[src/rtl/instr_fetch_unit.sv]
// Instruction fetch front end: owns the fetch PC, credit-limits memory requests, and buffers responses in an in-order prefetch FIFO.
// A response written in cycle N is presented in cycle N+1. The consumer stalls via instr_ready_i; a full FIFO plus in-flight requests stops new requests.
module instr_fetch_unit #(
    parameter int          DEPTH    = 4,
    parameter logic [31:0] RESET_PC = 32'h0000_0000
) (
    input  logic        clk_i,
    input  logic        rst_i,
    output logic        imem_req_o,
    output logic [31:0] imem_addr_o,
    input  logic        imem_ack_i,
    input  logic        imem_rvalid_i,
    input  logic [31:0] imem_rdata_i,
    output logic        instr_valid_o,
    output logic [31:0] instr_o,
    output logic [31:0] pc_o,
    output logic [31:0] pc_plus4_o,
    input  logic        instr_ready_i,
    input  logic        redirect_i,
    input  logic [31:0] redirect_pc_i
);
    localparam int PW = $clog2(DEPTH);
    localparam int CW = PW + 1;

    logic [31:0]   fetch_pc;
    logic [31:0]   resp_pc;
    logic [CW-1:0] count;
    logic [CW-1:0] outstanding;
    logic [CW-1:0] discard;
    logic [PW-1:0] wr_ptr;
    logic [PW-1:0] rd_ptr;
    logic [31:0]   instr_mem [DEPTH];
    logic [31:0]   pc_mem    [DEPTH];

    logic          ack;
    logic          stale;
    logic          push;
    logic          pop;
    logic [CW:0]   credit_used;
    logic [CW-1:0] outstanding_next;
    logic [31:0]   redirect_target;
    logic          unused_bits;

    // Buffered entries plus in-flight requests never exceed DEPTH, so every response has a slot.
    assign credit_used      = {1'b0, count} + {1'b0, outstanding};
    assign imem_req_o       = !rst_i && !redirect_i && (credit_used < (CW+1)'(DEPTH));
    assign imem_addr_o      = fetch_pc;
    assign ack              = imem_req_o && imem_ack_i;
    assign stale            = imem_rvalid_i && (discard != '0);
    assign push             = imem_rvalid_i && (discard == '0) && !redirect_i;
    assign pop              = instr_valid_o && instr_ready_i;
    assign outstanding_next = outstanding + CW'(ack) - CW'(imem_rvalid_i);
    assign redirect_target  = {redirect_pc_i[31:2], 2'b00};
    assign unused_bits      = ^redirect_pc_i[1:0];

    assign instr_valid_o = !rst_i && (count != '0);
    assign instr_o       = instr_mem[rd_ptr];
    assign pc_o          = pc_mem[rd_ptr];
    assign pc_plus4_o    = pc_o + 32'd4;

    always_ff @(posedge clk_i) begin
        if (!rst_i && push) begin
            instr_mem[wr_ptr] <= imem_rdata_i;
            pc_mem[wr_ptr]    <= resp_pc;
        end
    end

    always_ff @(posedge clk_i) begin
        if (rst_i) begin
            fetch_pc    <= RESET_PC;
            resp_pc     <= RESET_PC;
            count       <= '0;
            outstanding <= '0;
            discard     <= '0;
            wr_ptr      <= '0;
            rd_ptr      <= '0;
        end else begin
            outstanding <= outstanding_next;
            if (redirect_i) begin
                // Every request still in flight after this edge belongs to the old stream.
                fetch_pc <= redirect_target;
                resp_pc  <= redirect_target;
                count    <= '0;
                wr_ptr   <= '0;
                rd_ptr   <= '0;
                discard  <= outstanding_next;
            end else begin
                if (ack) begin
                    fetch_pc <= fetch_pc + 32'd4;
                end
                if (stale) begin
                    discard <= discard - 1'b1;
                end
                if (push) begin
                    wr_ptr  <= wr_ptr + 1'b1;
                    resp_pc <= resp_pc + 32'd4;
                end
                if (pop) begin
                    rd_ptr <= rd_ptr + 1'b1;
                end
                count <= count + CW'(push) - CW'(pop);
            end
        end
    end
endmodule

[config.mk]
export PLATFORM = sky130hd
export DESIGN_NAME = instr_fetch_unit
export DESIGN_NICKNAME = d
export VERILOG_FILES = /design/src/rtl/instr_fetch_unit.sv
export SDC_FILE = /design/constraint.sdc
export NUM_CORES = 1
export LEC_CHECK = 0
export BUFFER_PORTS_ARGS = -buffer_cell sky130_fd_sc_hd__buf_2
export CAP_MARGIN = 20
export CORE_ASPECT_RATIO = 1.4
export CORE_MARGIN = 2
export CORE_UTILIZATION = 52
export DETAILED_ROUTE_END_ITERATION = 10
export PLACE_DENSITY_LB_ADDON = 0.3
export SLEW_MARGIN = 5
export SYNTH_ARGS = -nofsm -noshare
export SYNTH_HDL_FRONTEND = slang
export SYNTH_SLANG_ARGS = --single-unit
export TNS_END_PERCENT = 100
[constraint.sdc]
create_clock -name clk_i -period 2.8 [get_ports clk_i]
set_clock_uncertainty 0.05 [all_clocks]
set_input_delay 0.14 -clock clk_i [delete_from_list [all_inputs] [get_ports clk_i]]
set_output_delay 0.14 -clock clk_i [all_outputs]
set_load 0.05 [all_outputs]
==> results of run 1 <==
## kinds of logic (layout without fill, tap and decap cells)
kind of cell	count (synthesis)	in the layout	synth area share
adder cells (fa/ha/maj)	17	17	0.0166
XOR/XNOR	70	70	0.0446
buffers and inverters	83	420	0.0291
AND/OR/NAND/NOR	246	246	0.0992
AO/OA/AOI/OAI	113	113	0.0530
other	1	6	0.000273
multiplexers	66	66	0.107
flip-flops	323	323	0.651
## cell usage in the layout, fill, tap and decap left out, types with 6 or more instances in the layout
cell type,count
edfxtp_1,248
buf_2,164
dfxtp_1,73
dlygate4sd3_1,63
mux4_2,62
buf_4,55
nand2_1,54
nor2_1,42
buf_6,36
inv_1,32
clkbuf_16,32
nand4_1,29
xor2_1,29
a21oi_1,26
nand3_1,21
a31oi_1,20
a21boi_0,18
xnor2_1,16
o21ai_0,15
a211oi_1,14
ha_1,14
nor3_1,12
xnor2_2,12
xor2_2,11
and3_1,10
buf_12,10
nor4_1,7
and4_1,7
clkbuf_8,7
conb_1,6
## metrics by stage
stage / instances / cell area, µm² / utilization / hold slack, ns
2_1_floorplan: 924 / 14000 / - / 0.189
3_3_place_gp: 1422 / 15400 / 0.590 / 0.302
3_5_place_dp: 1422 / 15400 / 0.590 / 0.307
4_1_cts: 1577 / 17700 / 0.678 / 0.0651
5_1_grt: 1585 / 17900 / 0.686 / 0.0918
6_report: 1585 / 17900 / 0.686 / 0.0680
## cell type report
| type | count | area, µm² |
|---|---|---|
| Fill cell | 1790 | 8190 |
| Timing Repair Buffer | 332 | 2580 |
| Tap cell | 324 | 405 |
| Multi-Input combinational cell | 518 | 4790 |
| Clock inverter | 13 | 174 |
| Clock buffer | 41 | 883 |
| Inverter | 34 | 128 |
| Sequential cell | 323 | 8950 |
## routing by layer
layer | GRT usage | vias to the layer above | wire length (µm) | share of wire
met5 | 0 | - | 0 | 0
met4 | 0.0630 | 0 | 665 | 0.022
met3 | 0.0316 | 35 | 1710 | 0.056
met2 | 0.385 | 320 | 15800 | 0.52
met1 | 0.275 | 4372 | 12300 | 0.40
li1 | - | 4162 | - | -
## worst max path at each step
| stage | from | slack (ns) | to | cells past startpoint |
|---|---|---|---|---|
| after floorplan | flip-flop | -0.06 | pc_plus4_o[30] | 9 |
| after global placement | flip-flop | 0.11 | pc_plus4_o[12] | 8 |
| after detailed placement | flip-flop | 0.09 | pc_plus4_o[28] | 7 |
| after CTS | flip-flop | -0.18 | pc_plus4_o[24] | 9 |
| after global routing | flip-flop | -0.25 | pc_plus4_o[18] | 10 |
| final | flip-flop | -0.14 | pc_plus4_o[18] | 10 |
## timing repair
item	CTS	global route
cloned	2	1
hold buffers	63	0
resized for setup	84	36
pin swaps	11	25
buffers inserted	36	8
endpoints found under the setup margin	27	26
hold endpoints to repair	189	0
## report_power, final
group	switching, mW	leakage (nW)	internal [mW]
registers	0.139	2.88	5.32
logic	0.869	3.14	0.499
clock network	1.68	0.527	2.57
## worst max-delay path: cells and delay by family, from the launching register on
family / cells / cell delay, ns
muxes: 1 / 0.58
buffers and inverters: 3 / 0.47
DFF: 1 / 0.44
and+or+nand+nor: 3 / 0.25
adders and majority gates: 1 / 0.21
xor gates and xnor gates: 1 / 0.18
AOI/OAI and AO/OA: 1 / 0.08
## Yosys cell counts (2+ instances only)
library cell,instances
nand3b_1,2
buf_6,5
nand2b_1,2
buf_2,10
mux4_2,54
nor3_1,14
xnor2_1,30
a21boi_0,18
a211oi_1,14
a31oi_1,20
and3_1,18
clkbuf_1,24
or3_1,3
nand4_2,3
fa_1,2
nand3_1,24
nand4b_1,5
o21ai_0,15
nor2_1,48
o211ai_1,2
or2_2,2
o22ai_1,2
mux4_1,8
and4_1,8
ha_1,15
edfxtp_1,248
nor4_4,2
nor4_1,7
nor3_2,3
a21oi_1,26
nand4_1,29
mux2i_1,3
buf_4,6
o31a_1,5
buf_1,3
o21a_1,5
dfxtp_1,75
nand4_4,2
nand2_1,59
and2_1,7
xor2_1,40
inv_1,32
## flip-flops by register name (all words and copies together) (netlist names), named ones only
signal and cells:
instr_mem 128, pc_mem 120, imem_addr_o 30, resp_pc 30, count 3, discard 3, outstanding 3, rd_ptr 2
wr_ptr 2
==> impl_results.md, run 1 <==
- Status: finished with violations
- Failing checks: negative setup slack
- Clk_lat worst skew: ~0.54 ns
- Final worst setup slack: -0.140 ns
- N_diodes: 0
- Vias: 8889
- Synth Flop Type: edfxtp_1
- Final-report hold violation count: 0
- Clock sinks: 323
- Max cap viols: 0
- Routability Congestion: 0.872
- Crit path top cell by count: buf_6
- Max Slew Vio Count: 0
- Relative slew slack: 0.580
- Die area: between 0.02 and 0.03 mm²
- Final setup fails: 21
- Number of remaining DRC errors: 0
- Worst slew pin tran: around 0.63 ns
- CTS root buffer: clkbuf_16
- Vias per cell: 5.61
- Slowest cell delay on critical path: 0.58 ns
- Post-synthesis cell count: 919
- Largest net degree at the start of global routing: 63
- Die W: 141 µm
- Core footprint: 0.0261 mm²
- Initial antenna violation count: 0
- # port buffers: 191
- Period utilization: 1.05
- End of the worst register-to-register path: discard[2]
- Pre-CTS setup slack: 0.0899 ns
- First-pass GRT wire length: 47.2 mm
- Mean post-synth cell area: 15.0 µm²
- Setup TNS: -1.25 ns
- Area grow syn2layout: 30.2%
- Pre-antenna DRT Iters: 5
- Worst vdd ir: 0.464 mV
- Largest cells by area after synthesis: edfxtp_1 (54%), dfxtp_1 (11%), mux4_2 (8.8%)
- Worst hold path type: in2reg
- Pleak: 6.54 nW
- R2R setup slack: 0.18 ns
- Reg-to-Reg Start: count[2]
- Final min period: 2.94 ns
- Post-synth EDFFs: 248
- Cell area after synthesis: 0.0138 mm²
- Vias in the first global route: 8925
- WL per Instance: 19.2 µm
- Worst hold start: instr_ready_i
- Clock Tree Buf Depth: 3
- Clock transition at path regs: approximately 0.06 ns
- H-tree Lvls: 1
- Io pins: 200
- Layout cells sized above 1: 0.363
- R2R cell count: 13
- Sequential area share after synthesis: 0.651
- RSZ-0062 raised after global routing: true
- Gr ovfl total: 0
- CTS tree: done
- Detailed-placement wirelength estimate: between 15 and 20 mm
- Die height: 196 µm
- Area leader, netlist: edfxtp_1
- ANT nets after route: 0
- Yosys top cell area share: 0.541
- Synth Warn #: 0
- FF+latch count, synth: roughly 320
- Num CTS Buffers: 29
- Worst Path Max Fanout: 6
- Iter 0 DRT Violations: 453
- Initial core utilization: 0.527
- Synth cell types: 61
- Final nets: 1325
- Power consumption: 11.1 mW
- Hold path depth: 4
- Worst path slowest cell: mux4_2
- Worst-path cell chain: mux4_2 -> ha_4 -> nand2_2 -> o22ai_4 -> buf_6 -> nand4_4 -> buf_6 -> nor2_2 -> xnor2_2 -> buf_6
- Setup crit start kind: flip-flop
- Routed WL: 30.5 mm
- All-Layer GR Usage: 0.216
- Critical Path RT: 2.61 ns
- Power per cell area: 619 mW/mm²
- Max Fclk: approximately 340 MHz
- Crit path kind: reg2out
- Arrival time worst endpoint: 2.75 ns
- # rows: 70
- Crit. End Element: output pin
- Async set-or-reset flop fraction in the synthesized netlist: 0
No activity file was read; power rests on OpenSTA's default activity.
==> inputs of run 2 (changes only) <==
==> constraint.sdc (replaced) <==
create_clock -name clk_i -period 2.8 [get_ports clk_i]
set_clock_uncertainty 0.05 [all_clocks]
set_input_delay 0.28 -clock clk_i [delete_from_list [all_inputs] [get_ports clk_i]]
set_output_delay 0.28 -clock clk_i [all_outputs]
set_load 0.05 [all_outputs]
==> impl_results.md, run 2 (synthesis gave the netlist of run 1 again) <==
- Power per cell area: 616 mW/mm² (was 619 mW/mm²)
- Initial antenna violation count: 0 (unchanged)
- Gr ovfl total: 0 (unchanged)
- Clock Power Share: 0.378 (was 0.384)
- Worst vdd ir: 0.560 mV (was 0.464 mV)
- Psw: 2.68 mW (was 2.69 mW)
- Largest regs: instr_mem: 128 flops, pc_mem: 120 flops (unchanged)
- Sw Share: 0.245 (was 0.243)
- Clock sinks: 323 (unchanged)
- Worst slew pin tran: 0.632 ns (was 0.629 ns)
- # rows: 70 (unchanged)
- N_diodes: 0 (unchanged)
- Post-Layout Cell Count: 1566 (was 1585)
- Largest net degree at the start of global routing: 63 (unchanged)
- Most common cell after layout, fill and taps aside: edfxtp_1 (unchanged)
- Hold Slack: 0.0365 ns (was 0.0680 ns)
- Vias in the first global route: 8742 (was 8925)
- Number of remaining DRC errors: 0 (unchanged)
- Largest Register: instr_mem (unchanged)
- Sequential share of power: 0.499 (was 0.493)
- Vias: 8758 (was 8889)
- Combinational share of power: 0.123 (about the same)
- Num CTS Buffers: 29 (unchanged)
- H-tree Lvls: 1 (unchanged)
- Area grow syn2layout: 29.1% (was 30.2%)
- Final worst setup slack: -0.266 ns (was -0.140 ns)
- P_int: 8.25 mW (was 8.39 mW)
- # port buffers: 191 (unchanged)
- Max Fclk: 326 MHz (was 340 MHz)
- Worst Path Max Fanout: 6 (unchanged)
- Largest register FFs: 128 (unchanged)
- Detailed-placement wirelength estimate: 18.8 mm (was 18.6 mm)
- Pre-CTS setup slack: -0.0716 ns (was 0.0899 ns)
- Routed WL: 29.4 mm (was 30.5 mm)
- Failing checks: negative setup slack (unchanged)
- First-pass GRT wire length: 45.5 mm (was 47.2 mm)
- Clock transition at path regs: 0.07 ns (was 0.06 ns)
- CTS root buffer: clkbuf_16 (unchanged)
- Crit. End Element: output pin (unchanged)
- Placed inst area: 0.0155 mm² (was 0.0154 mm²)
- Final nets: 1307 (was 1325)
- Pleak: 6.46 nW (was 6.54 nW)
- Arrival time worst endpoint: 2.74 ns (was 2.75 ns)
- Io pins: 200 (unchanged)
- Die area: 0.0278 mm² (unchanged)
- Layout cells sized above 1: 0.365 (was 0.363)
- Iter 0 DRT Violations: 416 (was 453)
- Period utilization: 1.09 (was 1.05)
- Most frequent cells in the layout: edfxtp_1 (248), buf_2 (164), dfxtp_1 (73), mux4_2 (62), nand2_1 (53) (was edfxtp_1 (248), buf_2 (164), dfxtp_1 (73), dlygate4sd3_1 (63), mux4_2 (62))
- Final-report hold violation count: 0 (unchanged)
- Clock Tree Buf Depth: 3 (unchanged)
- Die height: 196 µm (unchanged)
- WL per Instance: 18.8 µm (was 19.2 µm)
- Setup crit start kind: flip-flop (unchanged)
- Crit path kind: reg2out (unchanged)
- Fillcell total: 1757 (was 1790)
- Pre-antenna DRT Iters: 5 (unchanged)
- Fin area: 0.0178 mm² (was 0.0179 mm²)
- Critical Path RT: 2.47 ns (was 2.61 ns)
- Initial core utilization: 0.527 (unchanged)
- Status: finished with violations (unchanged)
- Die W: 141 µm (unchanged)
- Core footprint: 0.0261 mm² (unchanged)
- Clk_lat worst skew: 0.54 ns (about the same)
- Worst hold path type: in2reg (unchanged)
- ANT nets after route: 0 (unchanged)
- Max cap viols: 0 (unchanged)
- Final min period: 3.07 ns (was 2.94 ns)
- Dpl cells: 1437 (was 1422)
- Routability Congestion: 0.832 (was 0.872)
- Vias per cell: 5.59 (was 5.61)
- Max Slew Vio Count: 0 (unchanged)
- RSZ-0062 raised after global routing: true (unchanged)
- CTS tree: done (unchanged)
- All-Layer GR Usage: 0.206 (was 0.216)
- Relative slew slack: 0.578 (was 0.580)
- Final setup fails: 25 (was 21)
[run 2: cell types whose count changed in the layout (fill, tap and decap cells not counted), sizes merged]
cell	change
buf	-3
dlygate4sd3	-15
clkinv	+6
inv	-2
bufinv	+1
clkbuf	-6
[run 2: routing by layer]
metal / GRT usage / routed length, µm / vias up
met1: 0.256 / 11800 / 4349
met5: 0 / 0 / -
met4: 0.0437 / 529 / 0
li1: - / - / 4109
met2: 0.381 / 15500 / 258
met3: 0.0309 / 1660 / 42
[run 2: path summary, 6_finish.rpt]
| kind | start | end | slack [ns] | cells past startpoint |
|---|---|---|---|---|
| max | flip-flop | pc_plus4_o[24] | -0.27 | 9 |
| min | redirect_pc_i[3] | imem_addr_o[3] | 0.04 | 3 |
| max reg2reg | count[2] | discard[2] | 0.17 | 13 |
| min reg2reg | wr_ptr[1] | wr_ptr[1] | 0.44 | 2 |
[run 2: final cells by class]
type,count,area [µm²],area share
sequential,323,8960,0.504
clock buffer,35,778,0.0438
inverter,34,128,0.00719
multi-input combinational,518,4890,0.276
clock inverter,18,231,0.0130
timing repair buffer,314,2370,0.133
tap,324,405,0.0228
[run 2: repair_timing]
item | 4_1_cts | 5_1_grt
hold endpoints to repair | 154 | 0
pin swaps | 30 | 25
hold buffers | 48 | 0
cloned | 1 | 1
setup endpoints to repair | 33 | 57
setup buffers | 15 | 12
gates resized for setup | 110 | 24
[run 2: critical path: stages (launching register included)]
cell and delay (ns):
dfxtp_4 0.38, mux4_2 0.38, ha_4 0.16, nand2b_1 0.10
o22ai_4 0.13, buf_6 0.14, nand4_4 0.16, nor4_4 0.36
xor2_2 0.19, buf_6 0.18
[run 2: power groups by stage]
stage	Sequential, mW	Clock [mW]	Combinational, mW
6_report	5.46	4.13	1.35
5_1_grt	5.48	4.39	1.44
4_1_cts	5.46	4.22	1.33
3_5_place_dp	5.56	0	1.21
3_3_place_gp	5.55	0	1.20
2_1_floorplan	5.62	0	0.800
[run 2: per-stage QoR]
step / utilization / TNS [ns] / power [mW]
CTS: 0.673 / -5.54 / 11.0
global route: 0.680 / -7.04 / 11.3
finish: 0.680 / -4.27 / 10.9
floorplan: - / 0 / 6.42
detailed placement: 0.595 / -0.184 / 6.77
global placement: 0.595 / -0.0826 / 6.75
==> inputs of run 3 (changes only) <==
--- a/config.mk
+++ b/config.mk
@@ -7,9 +7,11 @@
 export LEC_CHECK = 0
 export BUFFER_PORTS_ARGS = -buffer_cell sky130_fd_sc_hd__buf_2
 export CAP_MARGIN = 20
+export CELL_PAD_IN_SITES_DETAIL_PLACEMENT = 0
+export CELL_PAD_IN_SITES_GLOBAL_PLACEMENT = 1
 export CORE_ASPECT_RATIO = 1.4
 export CORE_MARGIN = 2
-export CORE_UTILIZATION = 52
+export CORE_UTILIZATION = 43
 export DETAILED_ROUTE_END_ITERATION = 10
 export PLACE_DENSITY_LB_ADDON = 0.3
 export SLEW_MARGIN = 5
==> impl_results.md, run 3 (synthesis gave the netlist of run 1 again) <==
- Status: finished with violations (unchanged)
- Failing checks: negative setup slack (unchanged)
- Num CTS Buffers: 31 (was 29)
- Crit path kind: reg2out (unchanged)
- Die W: 155 µm (was 141 µm)
- Post-Layout Cell Count: 1656 (was 1566)
- Largest register FFs: 128 (unchanged)
- RSZ-0062 raised after global routing: true (unchanged)
- Clock Tree Buf Depth: 3 (unchanged)
- Pre-antenna DRT Iters: 5 (unchanged)
- WL per Instance: 18.6 µm (was 18.8 µm)
- Die area: 0.0335 mm² (was 0.0278 mm²)
- Relative slew slack: 0.300 (was 0.578)
- Clock sinks: 323 (unchanged)
- Most common cell after layout, fill and taps aside: edfxtp_1 (unchanged)
- Arrival time worst endpoint: 2.79 ns (was 2.74 ns)
- First-pass GRT wire length: 48.3 mm (was 45.5 mm)
- Final setup fails: 25 (unchanged)
- H-tree Lvls: 1 (unchanged)
- Largest Register: instr_mem (unchanged)
- Routed WL: 30.7 mm (was 29.4 mm)
- Area grow syn2layout: 31.1% (was 29.1%)
- Vias in the first global route: 8742 (unchanged)
- Initial antenna violation count: 0 (unchanged)
- All-Layer GR Usage: 0.183 (was 0.206)
- Clk_lat worst skew: 0.57 ns (was 0.54 ns)
- Final-report hold violation count: 0 (unchanged)
- Final nets: 1323 (was 1307)
- Pre-CTS setup slack: 0.0405 ns (was -0.0716 ns)
- Layout cells sized above 1: 0.362 (was 0.365)
- Most frequent cells in the layout: edfxtp_1 (248), buf_2 (163), dfxtp_1 (73), mux4_2 (62), buf_4 (56) (was edfxtp_1 (248), buf_2 (164), dfxtp_1 (73), mux4_2 (62), nand2_1 (53))
- N_diodes: 0 (unchanged)
- # rows: 77 (was 70)
- Worst slew pin tran: 1.05 ns (was 0.632 ns)
- Worst vdd ir: 0.403 mV (was 0.560 mV)
- Core footprint: 0.0315 mm² (was 0.0261 mm²)
- Period utilization: 1.11 (was 1.09)
- Crit. End Element: output pin (unchanged)
- Io pins: 200 (unchanged)
- Worst Path Max Fanout: 7 (was 6)
- # port buffers: 191 (unchanged)
- Number of remaining DRC errors: 0 (unchanged)
- Vias per cell: 5.29 (was 5.59)
- Detailed-placement wirelength estimate: 19.8 mm (was 18.8 mm)
- Iter 0 DRT Violations: 476 (was 416)
- Power per cell area: 623 mW/mm² (was 616 mW/mm²)
- Pleak: 6.56 nW (was 6.46 nW)
- Clock transition at path regs: 0.07 ns (about the same)
- Hold Slack: 0.0303 ns (was 0.0365 ns)
- Final min period: 3.12 ns (was 3.07 ns)
- Initial core utilization: 0.437 (was 0.527)
- CTS root buffer: clkbuf_16 (unchanged)
- Max Fclk: 321 MHz (was 326 MHz)
- Setup crit start kind: flip-flop (unchanged)
- ANT nets after route: 0 (unchanged)
- Die height: 216 µm (was 196 µm)
- Vias: 8756 (was 8758)
- Power consumption: 11.2 mW (was 10.9 mW)
- Gr ovfl total: 0 (unchanged)
- Routability Congestion: 0.842 (was 0.832)
- Critical Path RT: 2.47 ns (about the same)
- Max cap viols: 0 (unchanged)
- Final worst setup slack: -0.317 ns (was -0.266 ns)
- Largest regs: instr_mem: 128 flops, pc_mem: 120 flops (unchanged)
- Max Slew Vio Count: 0 (unchanged)
- Largest net degree at the start of global routing: 63 (unchanged)
- Worst hold path type: in2reg (unchanged)
- Dpl cells: 1517 (was 1437)
- CTS tree: done (unchanged)
[run 3: area by class of cell]
| type | count | area, µm² |
|---|---|---|
| sequential | 323 | 8950 |
| tap | 395 | 494 |
| fill | 2511 | 13500 |
| multi-input combinational | 518 | 4830 |
| clock inverter | 23 | 290 |
| timing repair buffer | 328 | 2550 |
| clock buffer | 35 | 791 |
| inverter | 34 | 128 |
[run 3: worst paths after layout]
kind | depth (start not counted) | endpoint | slack [ns] | startpoint
setup / recovery | 8 | pc_plus4_o[24] | -0.32 | flip-flop
hold / removal | 4 | resp_pc[15] | 0.03 | redirect_pc_i[15]
setup reg to reg | 13 | discard[2] | 0.21 | count[2]
hold reg to reg | 2 | wr_ptr[1] | 0.44 | wr_ptr[1]
[run 3: worst max-delay path: stages (launching register included)]
cell     delay, ns
dfxtp_4       0.37
buf_12        0.16
buf_16        0.14
mux4_2        0.39
nand4_4       0.14
or2_4         0.31
nor4_4        0.32
xor2_2        0.19
buf_6         0.18
[run 3: power by group]
part | internal [mW] | leakage (nW) | total, mW | switching, mW
clock network | 2.60 | 0.523 | 4.41 | 1.81
registers | 5.32 | 2.88 | 5.46 | 0.137
logic | 0.501 | 3.16 | 1.37 | 0.867
total | 8.42 | 6.56 | 11.2 | 2.81
[run 3: stage by stage]
step	TNS, ns	util	instance area, µm²
after floorplan	0	-	14000
after global placement	0	0.499	15700
after detailed placement	0	0.499	15700
after CTS	-6.37	0.570	18000
after global routing	-8.07	0.573	18000
final	-5.12	0.573	18000
[run 3: layer usage]
layer / global-route usage / up-vias / part of all wire
met3: 0.0207 / 43 / 0.048
met1: 0.242 / 4308 / 0.42
met4: 0.0562 / 0 / 0.025
met2: 0.319 / 252 / 0.51
li1: - / 4153 / -
met5: 0 / - / 0
[run 3: repair_timing]
action,CTS,global route
buffers inserted,20,7
endpoints found under the setup margin,27,49
resized for setup,108,14
cloned,3,0
pin swaps,25,15
endpoints found under the hold margin,167,0
hold buffers,54,0
